==> src/rtl/char_pool_if.sv <==
// rtl/char_pool_if.sv - bus bundle between the character pool and its neighbours
// Purpose: groups the generator, keyboard, frame, renderer read port and
//          score outputs of char_pool into one interface.
// Ports (signals):
//   spawn, gen_ch[7:0], gen_speed[2:0], gen_x[8:0], gen_y[9:0] : new character from the generator
//   frame_tick                                                 : one pulse per video frame
//   key_valid, key_ch[7:0]                                     : typed key
//   rd_idx, rd_active, rd_ch, rd_x, rd_y                       : renderer read port
//   hit, miss, drop                                            : one-cycle event pulses
//   hit_count[15:0], miss_count[7:0], active_count             : score / population counters
// Modports: master drives the inputs of the pool, slave is the pool itself.
interface char_pool_if #(
  parameter int SLOTS = 8
);
  localparam int IDX_W = $clog2(SLOTS);

  logic             spawn;
  logic [7:0]       gen_ch;
  logic [2:0]       gen_speed;
  logic [8:0]       gen_x;
  logic [9:0]       gen_y;
  logic             frame_tick;
  logic             key_valid;
  logic [7:0]       key_ch;
  logic [IDX_W-1:0] rd_idx;
  logic             rd_active;
  logic [7:0]       rd_ch;
  logic [8:0]       rd_x;
  logic [9:0]       rd_y;
  logic             hit;
  logic             miss;
  logic             drop;
  logic [15:0]      hit_count;
  logic [7:0]       miss_count;
  logic [IDX_W:0]   active_count;

  modport master (
    output spawn, gen_ch, gen_speed, gen_x, gen_y,
    output frame_tick, key_valid, key_ch, rd_idx,
    input  rd_active, rd_ch, rd_x, rd_y,
    input  hit, miss, drop, hit_count, miss_count, active_count
  );

  modport slave (
    input  spawn, gen_ch, gen_speed, gen_x, gen_y,
    input  frame_tick, key_valid, key_ch, rd_idx,
    output rd_active, rd_ch, rd_x, rd_y,
    output hit, miss, drop, hit_count, miss_count, active_count
  );
endinterface

==> src/rtl/char_pool.sv <==
// rtl/char_pool.sv - fixed-size table of falling characters for the typing game
// Purpose: holds up to SLOTS falling characters; loads new ones on spawn,
//          advances them on frame_tick, retires them on a matching key (hit)
//          or when they reach X_MAX (miss).
// Parameters: SLOTS (2..16), X_MAX (bottom row threshold, 9 bits).
// Ports: clk, rst (synchronous, active-high), bus (char_pool_if.slave) carrying
//        spawn/gen_*, frame_tick, key_valid/key_ch, the rd_* read port,
//        hit/miss/drop pulses and hit_count/miss_count/active_count.
// Build option: define CHAR_POOL_CASE_FOLD_EN to let lowercase keys match
//               uppercase characters.
module char_pool #(
  parameter int         SLOTS = 8,
  parameter logic [8:0] X_MAX = 9'd460
) (
  input  logic        clk,
  input  logic        rst,
  char_pool_if.slave  bus
);
  localparam int IDX_W = $clog2(SLOTS);
  localparam int CNT_W = IDX_W + 1;

  // Slot storage
  logic [SLOTS-1:0] active;
  logic [7:0]       ch    [SLOTS];
  logic [2:0]       speed [SLOTS];
  logic [8:0]       x     [SLOTS];
  logic [9:0]       y     [SLOTS];

  // Output registers
  logic             hit_q;
  logic             miss_q;
  logic             drop_q;
  logic [15:0]      hit_count_q;
  logic [7:0]       miss_count_q;
  logic [CNT_W-1:0] active_count_q;

  // Key code used for matching
  logic [7:0] key_cmp;
`ifdef CHAR_POOL_CASE_FOLD_EN
  always_comb begin
    key_cmp = bus.key_ch;
    if (bus.key_ch >= 8'd97 && bus.key_ch <= 8'd122) key_cmp = bus.key_ch - 8'd32;
  end
`else
  always_comb begin
    key_cmp = bus.key_ch;
  end
`endif

  // Key winner: deepest matching slot; strict '>' keeps the lowest index on ties.
  logic             win_found;
  logic [IDX_W-1:0] win_idx;
  logic [8:0]       win_x;
  always_comb begin
    win_found = 1'b0;
    win_idx   = '0;
    win_x     = '0;
    for (int i = 0; i < SLOTS; i++) begin
      if (active[i] && ch[i] == key_cmp && (!win_found || x[i] > win_x)) begin
        win_found = 1'b1;
        win_idx   = IDX_W'(i);
        win_x     = x[i];
      end
    end
  end

  logic key_hit;
  assign key_hit = bus.key_valid && win_found;

  // Per-slot retire / advance decisions, all from registered state.
  logic [SLOTS-1:0] hit_sel;
  logic [SLOTS-1:0] miss_sel;
  logic [8:0]       adv_x [SLOTS];
  logic [9:0]       sum_x [SLOTS];
  always_comb begin
    for (int i = 0; i < SLOTS; i++) begin
      sum_x[i]    = {1'b0, x[i]} + {7'd0, speed[i]};
      adv_x[i]    = sum_x[i][8:0];
      hit_sel[i]  = key_hit && (win_idx == IDX_W'(i));
      // A same-cycle key winner is a hit, never a miss.
      miss_sel[i] = bus.frame_tick && active[i] && !hit_sel[i] &&
                    (sum_x[i] >= {1'b0, X_MAX});
    end
  end

  // Spawn target: lowest slot free in the registered state, so slots freed
  // this cycle only become eligible next cycle.
  logic             free_found;
  logic [IDX_W-1:0] free_idx;
  always_comb begin
    free_found = 1'b0;
    free_idx   = '0;
    for (int i = 0; i < SLOTS; i++) begin
      if (!active[i] && !free_found) begin
        free_found = 1'b1;
        free_idx   = IDX_W'(i);
      end
    end
  end

  // Population counts
  logic [CNT_W-1:0] miss_n;
  logic [CNT_W-1:0] pop;
  always_comb begin
    miss_n = '0;
    pop    = '0;
    for (int i = 0; i < SLOTS; i++) begin
      miss_n = miss_n + CNT_W'(miss_sel[i]);
      pop    = pop + CNT_W'(active[i]);
    end
  end

  logic [8:0] miss_sum;
  logic [7:0] miss_sat;
  always_comb begin
    miss_sum = {1'b0, miss_count_q} + 9'(miss_n);
    miss_sat = miss_sum[8] ? 8'hFF : miss_sum[7:0];
  end

  always_ff @(posedge clk) begin
    if (rst) begin
      active         <= '0;
      hit_q          <= 1'b0;
      miss_q         <= 1'b0;
      drop_q         <= 1'b0;
      hit_count_q    <= '0;
      miss_count_q   <= '0;
      active_count_q <= '0;
      for (int i = 0; i < SLOTS; i++) begin
        ch[i]    <= '0;
        speed[i] <= '0;
        x[i]     <= '0;
        y[i]     <= '0;
      end
    end else begin
      hit_q          <= key_hit;
      miss_q         <= |miss_sel;
      drop_q         <= bus.spawn && !free_found;
      active_count_q <= pop;
      miss_count_q   <= miss_sat;
      if (key_hit && hit_count_q != 16'hFFFF) hit_count_q <= hit_count_q + 16'd1;
      for (int i = 0; i < SLOTS; i++) begin
        if (hit_sel[i] || miss_sel[i]) begin
          active[i] <= 1'b0;
        end else if (bus.frame_tick && active[i]) begin
          x[i] <= adv_x[i];
        end
        // The target is inactive, so it never collides with the retire/advance above.
        if (bus.spawn && free_found && free_idx == IDX_W'(i)) begin
          active[i] <= 1'b1;
          ch[i]     <= bus.gen_ch;
          speed[i]  <= bus.gen_speed;
          x[i]      <= bus.gen_x;
          y[i]      <= bus.gen_y;
        end
      end
    end
  end

  // Read port: combinational, inactive slots read as zero.
  logic rd_ok;
  always_comb begin
    rd_ok         = (int'(bus.rd_idx) < SLOTS) && active[bus.rd_idx];
    bus.rd_active = rd_ok;
    bus.rd_ch     = rd_ok ? ch[bus.rd_idx] : 8'd0;
    bus.rd_x      = rd_ok ? x[bus.rd_idx]  : 9'd0;
    bus.rd_y      = rd_ok ? y[bus.rd_idx]  : 10'd0;
  end

  assign bus.hit          = hit_q;
  assign bus.miss         = miss_q;
  assign bus.drop         = drop_q;
  assign bus.hit_count    = hit_count_q;
  assign bus.miss_count   = miss_count_q;
  assign bus.active_count = active_count_q;
endmodule

==> src/flat_wrapper.sv <==
// flat-port wrapper written by rule: the top's interface ports become plain ports
module char_pool_flat 
#(
  parameter int         SLOTS = 8,
  parameter logic [8:0] X_MAX = 9'd460
)
  (clk, rst, bus_spawn, bus_gen_ch, bus_gen_speed, bus_gen_x, bus_gen_y, bus_frame_tick, bus_key_valid, bus_key_ch, bus_rd_idx, bus_rd_active, bus_rd_ch, bus_rd_x, bus_rd_y, bus_hit, bus_miss, bus_drop, bus_hit_count, bus_miss_count, bus_active_count);
  char_pool_if #(.SLOTS(SLOTS)) bus_i ();
  input  logic clk;
  input  logic rst;
  input wire logic [$bits(bus_i.spawn)-1:0] bus_spawn;
  input wire logic [$bits(bus_i.gen_ch)-1:0] bus_gen_ch;
  input wire logic [$bits(bus_i.gen_speed)-1:0] bus_gen_speed;
  input wire logic [$bits(bus_i.gen_x)-1:0] bus_gen_x;
  input wire logic [$bits(bus_i.gen_y)-1:0] bus_gen_y;
  input wire logic [$bits(bus_i.frame_tick)-1:0] bus_frame_tick;
  input wire logic [$bits(bus_i.key_valid)-1:0] bus_key_valid;
  input wire logic [$bits(bus_i.key_ch)-1:0] bus_key_ch;
  input wire logic [$bits(bus_i.rd_idx)-1:0] bus_rd_idx;
  output wire logic [$bits(bus_i.rd_active)-1:0] bus_rd_active;
  output wire logic [$bits(bus_i.rd_ch)-1:0] bus_rd_ch;
  output wire logic [$bits(bus_i.rd_x)-1:0] bus_rd_x;
  output wire logic [$bits(bus_i.rd_y)-1:0] bus_rd_y;
  output wire logic [$bits(bus_i.hit)-1:0] bus_hit;
  output wire logic [$bits(bus_i.miss)-1:0] bus_miss;
  output wire logic [$bits(bus_i.drop)-1:0] bus_drop;
  output wire logic [$bits(bus_i.hit_count)-1:0] bus_hit_count;
  output wire logic [$bits(bus_i.miss_count)-1:0] bus_miss_count;
  output wire logic [$bits(bus_i.active_count)-1:0] bus_active_count;
  assign bus_i.spawn = bus_spawn;
  assign bus_i.gen_ch = bus_gen_ch;
  assign bus_i.gen_speed = bus_gen_speed;
  assign bus_i.gen_x = bus_gen_x;
  assign bus_i.gen_y = bus_gen_y;
  assign bus_i.frame_tick = bus_frame_tick;
  assign bus_i.key_valid = bus_key_valid;
  assign bus_i.key_ch = bus_key_ch;
  assign bus_i.rd_idx = bus_rd_idx;
  assign bus_rd_active = bus_i.rd_active;
  assign bus_rd_ch = bus_i.rd_ch;
  assign bus_rd_x = bus_i.rd_x;
  assign bus_rd_y = bus_i.rd_y;
  assign bus_hit = bus_i.hit;
  assign bus_miss = bus_i.miss;
  assign bus_drop = bus_i.drop;
  assign bus_hit_count = bus_i.hit_count;
  assign bus_miss_count = bus_i.miss_count;
  assign bus_active_count = bus_i.active_count;
  char_pool #(.SLOTS(SLOTS), .X_MAX(X_MAX)) u_core (.clk(clk), .rst(rst), .bus(bus_i));
endmodule
==> config.mk <==
export PLATFORM = sky130hd
export DESIGN_NAME = char_pool_flat
export DESIGN_NICKNAME = d
export VERILOG_FILES = /design/src/rtl/char_pool_if.sv /design/src/rtl/char_pool.sv /design/src/flat_wrapper.sv
export SDC_FILE = /design/constraint.sdc
export NUM_CORES = 1
export LEC_CHECK = 0
export ABC_CLOCK_PERIOD_IN_PS = 16250
export BUFFER_PORTS_ARGS = -buffer_cell sky130_fd_sc_hd__buf_2
export CAP_MARGIN = 30
export CORE_MARGIN = 2
export CORE_UTILIZATION = 48
export CTS_CLUSTER_SIZE = 20
export DETAILED_ROUTE_END_ITERATION = 16
export PLACE_DENSITY = 0.65
export RECOVER_POWER = 100
export SETUP_SLACK_MARGIN = 0.2
export SYNTH_ARGS = -nofsm -noshare
export SYNTH_HDL_FRONTEND = slang
export SYNTH_SLANG_ARGS = --single-unit
==> constraint.sdc <==
create_clock -name clk -period 16.25 [get_ports clk]
set_input_delay 0.8125 -clock clk [delete_from_list [all_inputs] [get_ports clk]]
set_output_delay 0.8125 -clock clk [all_outputs]
set_load 0.05 [all_outputs]
==> results of run 1 <==
path summary, 6_finish.rpt:
kind                                                 end  slack (ps)  depth (start not counted)
worst max register to register  u_core.bus.miss_count[1]        -210                         80
worst min-delay path             u_core.bus.hit_count[9]         540                          2
worst max-delay path            u_core.bus.miss_count[1]        -210                         80
worst min register to register   u_core.bus.hit_count[9]         540                          2
worst max-delay path, delay by kind of cell (launching register included):
kind | cells | cell delay (ps)
xor gates and xnor gates | 1 | 290
and+or+nand+nor | 20 | 3120
DFF | 1 | 460
buffers and inverters | 12 | 1430
AOI/OAI and AO/OA | 31 | 5960
muxes | 3 | 670
adders and majority gates | 13 | 4320
final cells by class:
type                            instances  share of cell area (%)
Antenna cell                            3                  0.0334
Clock inverter                         15                   0.740
Inverter                              127                    2.12
Sequential cell                       279                    35.5
Clock buffer                           47                    4.05
Timing Repair Buffer                  256                    7.58
Multi-Input combinational cell       1345                    47.1
Tap cell                              518                    2.88
state kept, by name, summed over array words and instances (netlist names):
| name | flops |
|---|---|
| u_core.speed | 24 |
| u_core.bus.hit | 1 |
| u_core.bus.hit_count | 16 |
| u_core.active | 8 |
| u_core.bus.miss | 1 |
| u_core.ch | 64 |
| u_core.bus.drop | 1 |
| u_core.y | 80 |
| u_core.bus.miss_count | 8 |
| u_core.x | 72 |
| u_core.bus.active_count | 4 |
power groups by stage:
stage	registers (mW)	clock network [mW]	logic, mW
global route	0.866	0.781	0.308
floorplan	0.854	0	0.187
global placement	0.872	0	0.263
detailed placement	0.874	0	0.268
finish	0.863	0.749	0.285
CTS	0.859	0.756	0.274
cells in the final DEF, fill, tap and decap left out, types with 17 or more instances in the layout:
| master | instances |
|---|---|
| buf_2 | 74 |
| nand2_1 | 134 |
| nor3_1 | 25 |
| clkbuf_16 | 34 |
| nor2_1 | 258 |
| xor2_1 | 32 |
| buf_6 | 17 |
| a21o_1 | 25 |
| mux4_2 | 56 |
| edfxtp_1 | 240 |
| inv_1 | 122 |
| nand3_1 | 36 |
| nor2b_1 | 23 |
| a211oi_1 | 19 |
| ha_1 | 85 |
| a21oi_1 | 52 |
| a21oi_2 | 17 |
| dfxtp_1 | 39 |
| buf_4 | 133 |
| nand4_1 | 30 |
| xnor2_1 | 97 |
| mux2i_1 | 38 |
| clkbuf_1 | 43 |
| nand2b_1 | 49 |
| o21ai_0 | 70 |
per-layer routing:
metal	part of all wire [%]	up-vias	GRT usage, %
li1	-	7061	-
met1	41	7593	40.3
met2	45	784	46.1
met3	9.4	178	6.07
met4	4.6	0	14.4
met5	0	-	0
cell families (layout without fill, tap and decap cells):
family | count (synthesis) | after routing | synth area share, %
adders and majority gates | 124 | 124 | 8.87
muxes | 101 | 101 | 9.16
xor gates and xnor gates | 137 | 137 | 6.40
other | 0 | 3 | 0
AOI/OAI and AO/OA | 329 | 330 | 11.7
buffers and inverters | 228 | 445 | 4.98
and+or+nand+nor | 653 | 653 | 16.4
DFF | 279 | 279 | 42.6
per-stage QoR:
stage / worst slack, ps / total power, mW
2_1_floorplan: 212 / 1.04
3_3_place_gp: -365 / 1.14
3_5_place_dp: -742 / 1.14
4_1_cts: 201 / 1.89
5_1_grt: -830 / 1.95
6_report: -208 / 1.90
what timing repair did:
| action | 4_1_cts | 5_1_grt |
|---|---|---|
| pin swaps | 43 | 83 |
| resized for setup | 46 | 95 |
| endpoints found under the setup margin | 8 | 8 |
| buffers inserted | 15 | 15 |
| cloned | 1 | 1 |
==> results.md, run 1 <==
Outcome:
- The run finished, with violations left.
- The checks that failed: capacitance limit, slew limit, setup timing.

Clock network:
- CTS saw around 280 sinks.
- The clock-pin slew on the worst setup and hold paths is around 60 ps.
- The number of hold buffers added after CTS was 0.
- TritonCTS created 34 clock buffers.
- The H-tree generated during clock tree synthesis spans 2 levels.
- The CTS tree is yes.
- Clock tree synthesis selected as its root buffer the cell clkbuf_16.
- The later-pin clock latency in the skew report is roughly 570 ps.
- The maximum number of buffers from clock root to sink is 3.

Routing:
- The per-cell via count in the routed design is 6.03.
- The number of nets still failing antenna checks after routing is 0.
- The detailed router finished its first iteration with about 1400 violations.
- For this run, design rule violations remaining after detail routing come to 0.
- The total via count in the routed design is around 16000.
- The routed design has approximately 62000 um of wire.
- The iteration count of the initial detailed-routing pass is 6.
- The average detailed-routed wire length per instance is around 24 um.

Placed design:
- The detailed placement HPWL is roughly 44000 um.
- Port buffering added ~100 buffers.
- The placed cell area is 20500 sq um.
- The instance count after placement with tap cells included is 2492.
- The placer's final routability congestion estimate is 0.978.

Logic synthesis:
- The post-synthesis area per instance is 10.1 sq um.
- The post-synth design cell area is between 15000 and 20000 sq um.
- After synthesis, the cell types taking the most area are edfxtp_1, ha_1, mux4_2.
- Yosys mapped the design onto 89 distinct sky130hd cell types.
- The warning count from the yosys run is 0.
- In the post-synthesis netlist, the cell with the most instances is nor2_1.
- For this run, the leading register cell type out of synthesis is edfxtp_1.
- The sequential share of the synthesized area is 42.6%.
- The post-synth net total is 2015.
- The synthesized design contains around 280 register bits.
- The largest total area in the synthesized netlist belongs to edfxtp_1.
- The number of flops mapped to enable cells by yosys is 240.
- The synthesized instance count is 1851.
- The area fraction of the dominant cell type after synthesis is between 30 and 40%.
- In the synthesized netlist the async set-or-reset flop fraction comes to 0%.
- By count the netlist is led by nor2_1, edfxtp_1, nand2_1.

Timing:
- The slew of the pin with the lowest slew margin is approximately 1700 ps.
- The smallest clock period supported by the final layout is computed as around 16000 ps.
- The worst-case clock skew is about 36 ps.
- The final count of negative-setup-slack endpoints is 8.
- Setup total negative slack on the finished layout was measured at -1160 ps.
- Setup repair after global routing could not meet its margin everywhere.
- On the final layout, the worst hold slack is around 540 ps.
- The number of pins with negative max-slew slack in the final report is 25.
- The final hold violation count is 0.
- Dividing the final minimum period by the clock period gives 101%.
- The final critical-path setup slack is -208 ps.
- Headroom to the max-slew limit came out at -11.0%.
- The upper clock frequency limit is around 0.06 GHz.

Die:
- The area enclosed by the die boundary is 40700 sq um.
- The horizontal die dimension is 202 um.
- The count of pins on the block boundary is 105.
- The floorplan step defined a core boundary enclosing 38600 sq um.
- The floorplan die height is about 200 um.
- After floorplanning, the core was divided into 72 placement rows.
- The effective utilization at floorplan is just under 50%.

Setup path:
- The type of the worst setup path is reg -> reg.
- The worst setup path is captured at a flip-flop.
- The nature of the critical path startpoint is a flip-flop.
- The cell seen most often among critical-path stages is buf_6.
- The largest fanout on the critical path is 8.
- The timing startpoint of the critical path is u_core.ch[0][5].
- The critical-path cell with the highest stage delay is fa_2.
- The largest incremental delay on the critical path is around 590 ps.
- Data on the critical path arrives at its endpoint at between 15000 and 20000 ps.
- The startpoint identified for the worst register-to-register timing path is u_core.ch[0][5].
- The critical path data required time is approximately 17000 ps.

Global routing:
- The global-route congestion overflow total is 0.
- The largest net degree at the start of global routing is between 50 and 60.
- The global-route wire length before repair is just over 90000 um.
- The number of global-route vias before repair is between 15000 and 20000.
- The number of antenna violations at the first check in global routing was 2.
- The global routing usage summed across all routing layers is roughly 30%.

Final layout:
- The fraction of final layout cells sized beyond drive strength 1 is approximately 23%.
- The layout has between 3000 and 4000 filler cells.
- At the end of the flow, the number of nets in the layout was ~2200.
- In the final layout, the multi-input gates occupy ~11000 sq um.
- The fraction of the core area covered by cells at the end of the flow is 58.2%.
- The area of all sequential standard cells is 7990 sq um.
- The non-filler instance count after layout is 2590.
- The finished cells cover between 20000 and 25000 sq um.
- The area growth from synthesis to final layout is 19.8%.

Worst hold path:
- The tightest min-delay check is of the reg -> reg type.
- The origin of the worst min-delay path is u_core.bus.hit_count[9].

Power and ir drop:
- Cell internal power was estimated by the tool at 1.37 mW.
- Net switching is 27.9% of the power.
- The analysis attributes to net switching a power of ~0.53 mW.
- The clock share of power is roughly 40%.
- Per report_power, the sequential group accounts for between 40 and 50% of the total.
- The power density over the cells is roughly 84 nW/um^2.
- Summed over all cells, the static leakage comes to between 8 and 9 nW.
- In this run, the combinational gates consume roughly 15% of the power.
- The worst ir drop on vdd is about 0.10 mV.

Flow run:
- The total of max-cap violations is 1.
(Power assumes the default switching activity.)
==> inputs of run 2 (changes only) <==
==> constraint.sdc (replaced) <==
create_clock -name clk -period 16.25 [get_ports clk]
set_input_delay 0.8125 -clock clk [delete_from_list [all_inputs] [get_ports clk]]
set_output_delay 0.8125 -clock clk [all_outputs]
set_load 0.1 [all_outputs]
==> run 2 against run 1 <==
  * The run ends with capacitance limit, slew limit left
  * Design area increased by 1.2%
  * Largest cell class unchanged
  * Combinational power rose by 2%
  * Critical path type unchanged
  * Highest routed layer unchanged
  * Cell count increased by 1.0%
==> results.md, run 2 (synthesis results as in run 1) <==
Global routing:
- After global routing, the most crowded layer is met2.
- The number of global-route vias before repair is between 15000 and 20000.
- The global-route congestion overflow total is 0.
- For this run, the total global-route usage over all layers was measured as 29.8%.
- The global-route wire length before repair is 92100 um.
- Global routing consumed, on the met2 layer, between 40 and 50% of the routing resources.
- The number of antenna violations at the first check in global routing is 2.
- Global routing used 41.4% of the available met1 tracks.
- Entering global routing, the biggest net connects 57 pins.
- Global routing used a little over 5% of the available met3 tracks.

Power and ir drop:
- The clock share of power is about two fifths.
- Combinational cells account for roughly 15% of the total power.
- The static power due to leakage is between 8 and 9 nW.
- The internal power of the cells totals approximately 1.4 mW.
- The design draws approximately 1.9 mW.
- Sequential cells account for between 40% and 50% of the total power.
- The fraction of power spent switching nets is approximately 28%.
- The switching power is 0.538 mW.
- Across the VDD grid, the largest voltage drop is approximately 0.099 mV.
- The power density over the cells is between 80 and 90 nW/um^2.

Setup path:
- On the worst path, the slowest cell contributes a delay of between 500 and 600 ps.
- Data on the critical path is required at its endpoint by ~17000 ps.
- STA classifies the critical path startpoint as a flip-flop.
- The critical path arrival is 16530 ps.
- Counting stages on the worst path, the most repeated cell is buf_4.
- The critical-path cell with the highest stage delay is or4_4.
- STA classifies the critical path endpoint as a flip-flop.
- The largest fanout on the critical path is 7.
- The type of the worst setup path is reg -> reg.

Final layout:
- The register bank with the most flops is u_core.y.
- The number of flip-flops under the largest register name is 80.
- The most common cell after layout, fill and taps aside is nor2_1.
- The post-layout net count is 2237.
- Counting the fill cells in the layout gives ~3300.
- The area growth from synthesis to final layout is 21.3%.
- In the final layout, the registers with the most flip-flops are u_core.y: 80 flops, u_core.x: 72 flops, u_core.ch: 64 flops.
- In the layout the commonest cells are nor2_1, edfxtp_1, buf_4.
- The fraction of final layout cells sized beyond drive strength 1 is roughly a quarter.

Timing:
- On the final layout, the worst hold slack is around 550 ps.
- Measured against its own limit, the worst slew margin works out to -25.4%.
- The slew of the pin with the lowest slew margin is between 1500 and 2000 ps.
- The final hold violation count is 0.
- The sum of negative setup slack is 0 ps.
- Based on the critical path, the design can be clocked at up to about 0.062 GHz.
- The post-route minimum period is about 16000 ps.
- The final count of negative-setup-slack endpoints is 0.
- The number of pins with negative max-slew slack in the final report came to 92.
- The post-route clock period utilization is 99.8%.
- Setup repair after global routing could not meet its margin everywhere.
- Clock skew on the completed layout was measured at roughly 19 ps.

Clock network:
- The root buffer cell is clkbuf_16.
- Clock tree synthesis found a total of ~280 sinks.
- After clock tree synthesis, the flow added hold-fix buffers numbering 0.
- The number of clock buffers added by TritonCTS is 34.
- The total number of H-tree levels is 2.
- Counting along the longest clock path gives a buffer depth of 3.
- For the worst-skew pair, the clock arrives at the later sink with an insertion delay of between 500 and 600 ps.
- TritonCTS built the clock tree.
- Clock-pin slew was measured on the worst setup and hold paths at ~60 ps.

Die:
- The floorplan step set the die width to just over 200 um.
- The floorplan step defined a die boundary enclosing slightly above 40000 sq um.
- For this configuration, the core starts out at a cell density of approximately half.
- The placeable core area is 38600 sq um.
- The count of pins on the block boundary is between 100 and 150.
- The floorplan die height is between 200 and 250 um.
- The row count is between 70 and 80.

Worst hold path:
- The path class of the tightest hold or removal check is reg -> reg.

Placed design:
- At the end of routability-driven placement, the weighted congestion stood at between 1 and 1.5.
- The count of input and output buffers is ~100.
- The wire-length estimate of the detail-placed layout is 42500 um.

Outcome:
- The final reports fail on capacitance limit, slew limit.
- The flow ran to the end, but the final reports show violations.

Routing:
- The routed design has a little over 60000 um of wire.
- In this run, the number of DRC markers left after iteration 0 of detailed routing was 1582.
- The post-route DRC violation count is 0.
- The per-cell via count in the routed design is between 6 and 7.
- Dividing the detail-routed wire length by the instance count gives 23.4 um.
- The iteration count of the initial detailed-routing pass is 5.
- In this run the remaining antenna-violating nets after routing total 0.
- The total via count in the routed design is between 15000 and 20000.

Flow run:
- Max-cap violations in this run came to 4.
-- run 2: routing by layer --
metal / up-vias / routed length [um]
li1: 7138 / -
met1: 7798 / 25700
met2: 725 / 27900
met3: 142 / 5060
met4: 0 / 2490
met5: - / 0
-- run 2: worst paths after layout --
check	cells after the start	end	slack, ps	start
max	97	u_core.x[0][5]	30	u_core.ch[0][3]
min	2	u_core.bus.hit_count[9]	550	u_core.bus.hit_count[9]
max reg2reg	97	u_core.x[0][5]	30	u_core.ch[0][3]
min reg2reg	2	u_core.bus.hit_count[9]	550	u_core.bus.hit_count[9]
-- run 2: worst max-delay path, delay by kind of cell, from the launching register on --
| family | cells | cell delay [ps] |
|---|---|---|
| fa+ha+maj | 7 | 1700 |
| xor+xnor | 1 | 290 |
| mux | 3 | 500 |
| buf+inv | 34 | 4370 |
| compound gates | 34 | 5670 |
| simple gates | 18 | 2970 |
| flops | 1 | 420 |
-- run 2: per-stage QoR --
step	worst slack, ps	cells	util (%)	cell area [sq um]
final	30.2	2616	58.9	22800
after global routing	-607	2615	58.9	22800
after CTS	203	2593	57.3	22200
after detailed placement	-616	2491	53.1	20500
after global placement	-198	2490	53.0	20500
after floorplan	209	1851	-	18900
-- run 2: layout make-up --
type / count / area [sq um] / share of cell area [%]
Antenna cell: 2 / 5.00 / 0.0220
Clock buffer: 46 / 936 / 4.11
Clock inverter: 13 / 158 / 0.693
Inverter: 127 / 479 / 2.11
Multi-Input combinational cell: 1346 / 10700 / 46.9
Sequential cell: 279 / 7990 / 35.1
Tap cell: 518 / 648 / 2.85
Timing Repair Buffer: 285 / 1870 / 8.20
-- run 2: what timing repair did --
action | in CTS | in global routing
endpoints found under the setup margin | 8 | 27
buffers inserted | 42 | 20
resized for setup | 48 | 112
gates cloned | 1 | 1
endpoints found under the hold margin | 0 | 0
pin swaps | 34 | 74
-- run 2: power by group through the flow --
stage	registers, mW	clock network [mW]	logic, mW
finish	0.865	0.758	0.292
global route	0.868	0.794	0.315
CTS	0.861	0.767	0.278
detailed placement	0.875	0	0.271
global placement	0.874	0	0.267
floorplan	0.855	0	0.192
